===== src/rtl/pc_seq_pkg.sv =====
// Shared types and constants for the fetch-stage PC sequencer.
package pc_seq_pkg;

  typedef enum logic [1:0] {
    ST_RUN   = 2'd0,
    ST_HALT  = 2'd1,
    ST_FAULT = 2'd2
  } pc_state_t;

  localparam logic [31:0] PC_INCR      = 32'd4;
  localparam logic [31:0] DEF_RESET_PC = 32'h0000_0000;

  function automatic logic misaligned(input logic [31:0] addr);
    return |addr[1:0];
  endfunction

endpackage


===== src/rtl/pc_sequencer_sat_counter.sv =====
// Saturating up-counter; sticks at all-ones instead of wrapping.
module sat_counter #(
  parameter int CNT_W = 16
) (
  input  logic             clk,
  input  logic             rst_n,
  input  logic             inc,
  output logic [CNT_W-1:0] count
);

  localparam logic [CNT_W-1:0] ONE = {{(CNT_W-1){1'b0}}, 1'b1};

  always_ff @(posedge clk or negedge rst_n) begin
    if (!rst_n)                  count <= '0;
    else if (inc && count != '1) count <= count + ONE;
  end

endmodule


===== src/rtl/pc_sequencer.sv =====
// Fetch-stage controller: owns the PC and decides advance/redirect/stall/halt,
// driving PC write-enable and IF/ID, ID/EX flushes from one place.
module pc_sequencer
  import pc_seq_pkg::*;
#(
  parameter logic [31:0] RESET_PC = DEF_RESET_PC,
  parameter int          CNT_W    = 16
) (
  input  logic             Clk,
  input  logic             Rst,
  input  logic             Stall,
  input  logic             Jump,
  input  logic [31:0]      JumpTarget,
  input  logic             BranchTaken,
  input  logic [31:0]      BranchTarget,
  input  logic             Halt,
  output logic [31:0]      PC,
  output logic             PCWrite,
  output logic             IFIDFlush,
  output logic             IDEXFlush,
  output logic             Fault,
  output logic [1:0]       State,
  output logic [CNT_W-1:0] RedirectCount
);

  pc_state_t   state_q, state_d;
  logic [31:0] pc_q, pc_d;
  logic        fault_q;
  logic        redir_inc;

  always_ff @(posedge Clk or negedge Rst) begin
    if (!Rst) begin
      state_q <= ST_RUN;
      pc_q    <= RESET_PC;
      fault_q <= 1'b0;
    end else begin
      state_q <= state_d;
      pc_q    <= pc_d;
      if (state_d == ST_FAULT) fault_q <= 1'b1;
    end
  end

  always_comb begin
    state_d   = state_q;
    pc_d      = pc_q;
    PCWrite   = 1'b1;
    IFIDFlush = 1'b0;
    IDEXFlush = 1'b0;
    redir_inc = 1'b0;
    unique case (state_q)
      ST_RUN: begin
        if (BranchTaken) begin
          // Flushes still go out on a bad target; only the PC/count update is suppressed.
          IFIDFlush = 1'b1;
          IDEXFlush = 1'b1;
          if (misaligned(BranchTarget)) begin
            state_d = ST_FAULT;
          end else begin
            pc_d      = BranchTarget;
            redir_inc = 1'b1;
          end
        end else if (Stall) begin
          PCWrite   = 1'b0;
          IDEXFlush = 1'b1;
        end else if (Jump) begin
          IFIDFlush = 1'b1;
          if (misaligned(JumpTarget)) begin
            state_d = ST_FAULT;
          end else begin
            pc_d      = JumpTarget;
            redir_inc = 1'b1;
          end
        end else if (Halt) begin
          state_d   = ST_HALT;
          IFIDFlush = 1'b1;
        end else begin
          pc_d = pc_q + PC_INCR;
        end
      end
      ST_HALT: begin
        PCWrite   = 1'b0;
        IFIDFlush = 1'b1;
      end
      ST_FAULT: begin
        PCWrite   = 1'b0;
        IFIDFlush = 1'b1;
        IDEXFlush = 1'b1;
      end
      default: begin
        state_d = ST_FAULT;
        PCWrite = 1'b0;
      end
    endcase
  end

  sat_counter #(.CNT_W(CNT_W)) u_redir_cnt (
    .clk   (Clk),
    .rst_n (Rst),
    .inc   (redir_inc),
    .count (RedirectCount)
  );

  assign PC    = pc_q;
  assign State = state_q;
  assign Fault = fault_q;

endmodule

===== config.mk =====
export PLATFORM = sky130hd
export DESIGN_NAME = pc_sequencer
export DESIGN_NICKNAME = d
export VERILOG_FILES = /design/src/rtl/pc_seq_pkg.sv /design/src/rtl/pc_sequencer_sat_counter.sv /design/src/rtl/pc_sequencer.sv
export SDC_FILE = /design/constraint.sdc
export NUM_CORES = 1
export LEC_CHECK = 0
export ABC_AREA = 1
export CAP_MARGIN = 20
export CORE_MARGIN = 5
export CORE_UTILIZATION = 51
export DETAILED_ROUTE_END_ITERATION = 10
export HOLD_SLACK_MARGIN = 0.08
export PLACE_DENSITY = 0.95
export SLEW_MARGIN = 25
export SYNTH_ARGS = -nofsm -noshare
export SYNTH_HDL_FRONTEND = slang
export SYNTH_SLANG_ARGS = --single-unit

===== constraint.sdc =====
create_clock -name Clk -period 4.2 [get_ports Clk]
set_input_delay 1.26 -clock Clk [delete_from_list [all_inputs] [get_ports Clk]]
set_output_delay 1.26 -clock Clk [all_outputs]
set_load 0.03 [all_outputs]

==> run_summary.xml <==
<?xml version="1.0" encoding="UTF-8"?>
<metrics>
  <group name="die">
    <metric name="chipWidth" unit="µm">97.9</metric>
    <metric name="ioPinCount" unit="">124</metric>
    <metric name="starting_density_of_the_core" unit="%">51.7</metric>
    <metric name="row_count" unit="">32</metric>
    <metric name="die_height" unit="µm">97.9</metric>
    <metric name="core" unit="µm²">7610</metric>
    <metric name="dieArea" unit="µm²">9580</metric>
  </group>
  <group name="layout">
    <metric name="design_area" unit="µm²">5300</metric>
    <metric name="layout-area-overhead-vs-synth" unit="%">34.7</metric>
    <metric name="number_of_antenna_diodes" unit="">0</metric>
    <metric name="area_of_the_multi_input_gates" unit="µm²">2310</metric>
    <metric name="sequential_cell_area" unit="µm²">1280</metric>
    <metric name="final_net_count" unit="">804</metric>
    <metric name="filler_cell_count" unit="">653</metric>
    <metric name="post_route_cells_drive_above_1_share" unit="%">7.26</metric>
  </group>
  <group name="logic_synthesis">
    <metric name="largest_area_contributor_in_the_synthesized_netlist" unit="">sky130_fd_sc_hd__dfrtp_1</metric>
    <metric name="netlist_instances" unit="">610</metric>
    <metric name="synth_top_area_share" unit="%">32.4</metric>
    <metric name="postSynthNetCount" unit="">685</metric>
    <metric name="ys_types" unit="">35</metric>
    <metric name="ys_ff_latch" unit="">51</metric>
    <metric name="ys_dominant_reg_cell" unit="">sky130_fd_sc_hd__dfrtp_1</metric>
    <metric name="netlist_area" unit="µm²">3940</metric>
    <metric name="synth-edff-count" unit="">0</metric>
    <metric name="netlist_top_cells_area" unit="">sky130_fd_sc_hd__dfrtp_1 32%, sky130_fd_sc_hd__nand2_1 20%, sky130_fd_sc_hd__nor2_1 8.6%, sky130_fd_sc_hd__nand3_1 7.8%, sky130_fd_sc_hd__inv_1 5.2%</metric>
    <metric name="synth_seq_area_share" unit="%">32.4</metric>
    <metric name="synthesis.yosys.warnings" unit="">0</metric>
    <metric name="synth_async_sr_flop_share" unit="%">100</metric>
    <metric name="per_instance_average_area_after_synthesis" unit="µm²">6.45</metric>
  </group>
  <group name="cts">
    <metric name="clock_tree_from_tritoncts" unit="">built</metric>
    <metric name="hold_buffers" unit="">0</metric>
    <metric name="clockBufferDepth" unit="">2</metric>
    <metric name="htree_num_levels" unit="">2</metric>
    <metric name="postCtsSetupRepairBufs" unit="">0</metric>
    <metric name="cts_sinks" unit="">51</metric>
    <metric name="clock_insertion_delay_worst_skew" unit="ns">0.31</metric>
    <metric name="cts_made_buffers" unit="">5</metric>
    <metric name="clkTransAtPathRegs" unit="ns">0.09</metric>
    <metric name="cts.repair.resized" unit="">0</metric>
    <metric name="cts_root_buffer" unit="">sky130_fd_sc_hd__clkbuf_8</metric>
  </group>
  <group name="global_routing">
    <metric name="grt_pass1_vias" unit="">4214</metric>
    <metric name="grt_antenna_before_repair" unit="">0</metric>
    <metric name="grt_start_max_net_pins" unit="">35</metric>
    <metric name="grt.total_usage" unit="%">24.1</metric>
    <metric name="grt-ovfl-total" unit="">0</metric>
    <metric name="grt_pass1_wl" unit="mm">19.4</metric>
  </group>
  <group name="critical_path">
    <metric name="r2r_end" unit="">PC[8]</metric>
    <metric name="timing.setup.critical_path_class" unit="">in -&gt; out</metric>
    <metric name="timing.rr.start" unit="">State[0]</metric>
    <metric name="critical_path_peak_fanout" unit="">8</metric>
    <metric name="timing.critical_path.from" unit="">BranchTaken</metric>
    <metric name="r2r_setup_slack" unit="ns">2.44</metric>
    <metric name="crit_arrival" unit="ns">2.60</metric>
    <metric name="crit_path_end_kind" unit="">output pin</metric>
    <metric name="timing.critical_path.depth" unit="">6</metric>
    <metric name="crit_path_cell_chain" unit="">clkdlybuf4s50_1 -&gt; nor2_8 -&gt; inv_1 -&gt; o21ai_0 -&gt; a21oi_1 -&gt; buf_4</metric>
    <metric name="worst_setup_path_start_kind" unit="">input port</metric>
    <metric name="cpPeakStageDelay" unit="ns">0.64</metric>
    <metric name="reg2regPathDepth" unit="">8</metric>
    <metric name="crit_buf_inv" unit="">3</metric>
    <metric name="critPathSlowestCell" unit="">sky130_fd_sc_hd__clkdlybuf4s50_1</metric>
    <metric name="data_required_time_of_the_worst_path" unit="ns">2.94</metric>
    <metric name="setup_crit_end" unit="">IFIDFlush</metric>
    <metric name="cp_top_family" unit="">buffers and inverters</metric>
  </group>
  <group name="drt">
    <metric name="drc" unit="">0</metric>
    <metric name="vias_per_cell" unit="">5.22</metric>
    <metric name="drt_iter0_drc" unit="">234</metric>
    <metric name="pre_repair_dr_iteration_count" unit="">6</metric>
    <metric name="route.vias.total" unit="">4344</metric>
    <metric name="wl_per_cell" unit="µm">14.1</metric>
    <metric name="route.antenna.remaining_nets" unit="">0</metric>
    <metric name="routed_wl" unit="mm">11.7</metric>
  </group>
  <group name="power_and_ir_drop">
    <metric name="leakage" unit="µW">0.00239</metric>
    <metric name="largest_vdd_supply_drop" unit="V">0.000138</metric>
    <metric name="p_per_area" unit="nW/µm²">172</metric>
  </group>
  <group name="sta">
    <metric name="setup_violations" unit="">0</metric>
    <metric name="hold_viol" unit="">0</metric>
    <metric name="worst_slew_pin_slew" unit="ns">0.686</metric>
    <metric name="timing.max_slew.rel_slack" unit="%">54.2</metric>
    <metric name="final_min_period_over_clock_period" unit="%">92.0</metric>
    <metric name="rsz0062_at_grt" unit="">false</metric>
    <metric name="clock.fmax" unit="MHz">259</metric>
    <metric name="setup_tns_final" unit="ns">0</metric>
    <metric name="final_period_minus_worst_setup_slack" unit="ns">3.86</metric>
    <metric name="timing.clock.skew" unit="ns">0.0111</metric>
    <metric name="timing_max_transition_violations_final" unit="">0</metric>
  </group>
  <group name="place">
    <metric name="gp_routability_congestion" unit="">0.995</metric>
    <metric name="place_area" unit="µm²">5220</metric>
    <metric name="number_of_buffer_cells_added_on_primary_ports" unit="">123</metric>
    <metric name="hpwl_after_detailed_placement" unit="mm">9.08</metric>
  </group>
  <group name="job">
    <metric name="drv.max_cap_violation_count" unit="">0</metric>
  </group>
  <group name="min_path">
    <metric name="hold_path.startpoint" unit="">Fault</metric>
    <metric name="worstHoldPathType" unit="">reg -&gt; reg</metric>
  </group>
  <group name="outcome">
    <metric name="outcome" unit="">complete, no violations</metric>
  </group>
</metrics>
## metal layers
layer  global-route usage, %  wire (µm)  vias up
met5                       0          0        -
met4                    7.35        218        0
met3                    6.43        891       23
met2                    40.6       5820      174
met1                    30.3       4760     1989
li1                        -          -     2158
## cells in the final DEF, fill, tap and decap left out, drive strengths merged, types with 4 or more instances in the layout
master | Yosys | layout
o21ai | 21 | 21
nor3 | 12 | 12
nand2 | 216 | 216
ha | 5 | 5
buf | 9 | 12
a21oi | 25 | 25
clkdlybuf4s50 | 0 | 119
xor2 | 18 | 18
nor2 | 101 | 101
xnor2 | 6 | 6
inv | 58 | 58
nand3 | 65 | 65
nand3b | 4 | 4
dfrtp | 51 | 51
clkbuf | 10 | 6
## synthesized netlist by cell type, types with 3 or more instances
cell and instances:
sky130_fd_sc_hd__o211ai_1 3, sky130_fd_sc_hd__ha_1 5, sky130_fd_sc_hd__nor2_2 8, sky130_fd_sc_hd__nand3_2 4, sky130_fd_sc_hd__dfrtp_1 51, sky130_fd_sc_hd__nand3b_1 4, sky130_fd_sc_hd__nand3_1 61, sky130_fd_sc_hd__inv_1 55
sky130_fd_sc_hd__nor2_1 90, sky130_fd_sc_hd__a21oi_1 24, sky130_fd_sc_hd__o21ai_2 8, sky130_fd_sc_hd__nand4_1 3, sky130_fd_sc_hd__nand2_1 210, sky130_fd_sc_hd__nor3_1 11, sky130_fd_sc_hd__xnor2_1 6, sky130_fd_sc_hd__nand2_2 5
sky130_fd_sc_hd__clkbuf_1 10, sky130_fd_sc_hd__o21ai_0 10, sky130_fd_sc_hd__buf_4 4, sky130_fd_sc_hd__buf_6 3, sky130_fd_sc_hd__xor2_1 18, sky130_fd_sc_hd__o21ai_1 3
## metrics by stage
step	hold slack (ns)	setup WS, ns	util, %	instances	total power, µW
floorplan	0.635	0.516	-	610	546
global placement	0.458	0.343	68.6	824	631
detailed placement	0.462	0.338	68.6	824	634
CTS	0.485	0.337	69.7	832	922
global route	0.504	0.254	69.7	832	954
finish	0.475	0.337	69.7	832	913
## state kept, by name (all words and copies together), names as in the netlist
name,cells
PC,32
u_redir_cnt.count,16
State,2
Fault,1
## tightest hold or removal path, delay by kind of cell, from the launching register on
family                 cells  cell delay (ns)
AND/OR/NAND/NOR            1             0.05
buffers and inverters      1             0.04
flip-flops                 1             0.36
## worst min-delay path by stage
stage / end / cells after the start
after global routing: Fault / 2
after global placement: Fault / 2
after floorplan: PC[0] / 2
after detailed placement: Fault / 2
final: Fault / 2
after CTS: Fault / 2
## cell type report
type / instances / share of cell area (%)
clock buffers: 6 / 1.37
clock inverters: 2 / 0.236
inverters: 58 / 4.25
multi-input cells: 482 / 43.5
flip-flops and latches: 51 / 24.1
well taps: 102 / 2.41
repair buffers: 131 / 24.1
## power breakdown
| group | internal (µW) | switching (µW) | total (µW) |
|---|---|---|---|
| Clock | 117 | 170 | 287 |
| Combinational | 74.0 | 60.7 | 135 |
| Sequential | 491 | 0 | 491 |
## kinds of logic after synthesis
kind of cell / count (synthesis) / synth area share, %
AOI/OAI and AO/OA: 51 / 7.85
adders and majority gates: 5 / 1.59
DFF: 51 / 32.4
xor gates and xnor gates: 24 / 5.34
buffers and inverters: 77 / 8.93
and+or+nand+nor: 402 / 43.9
(Power assumes the default switching activity.)
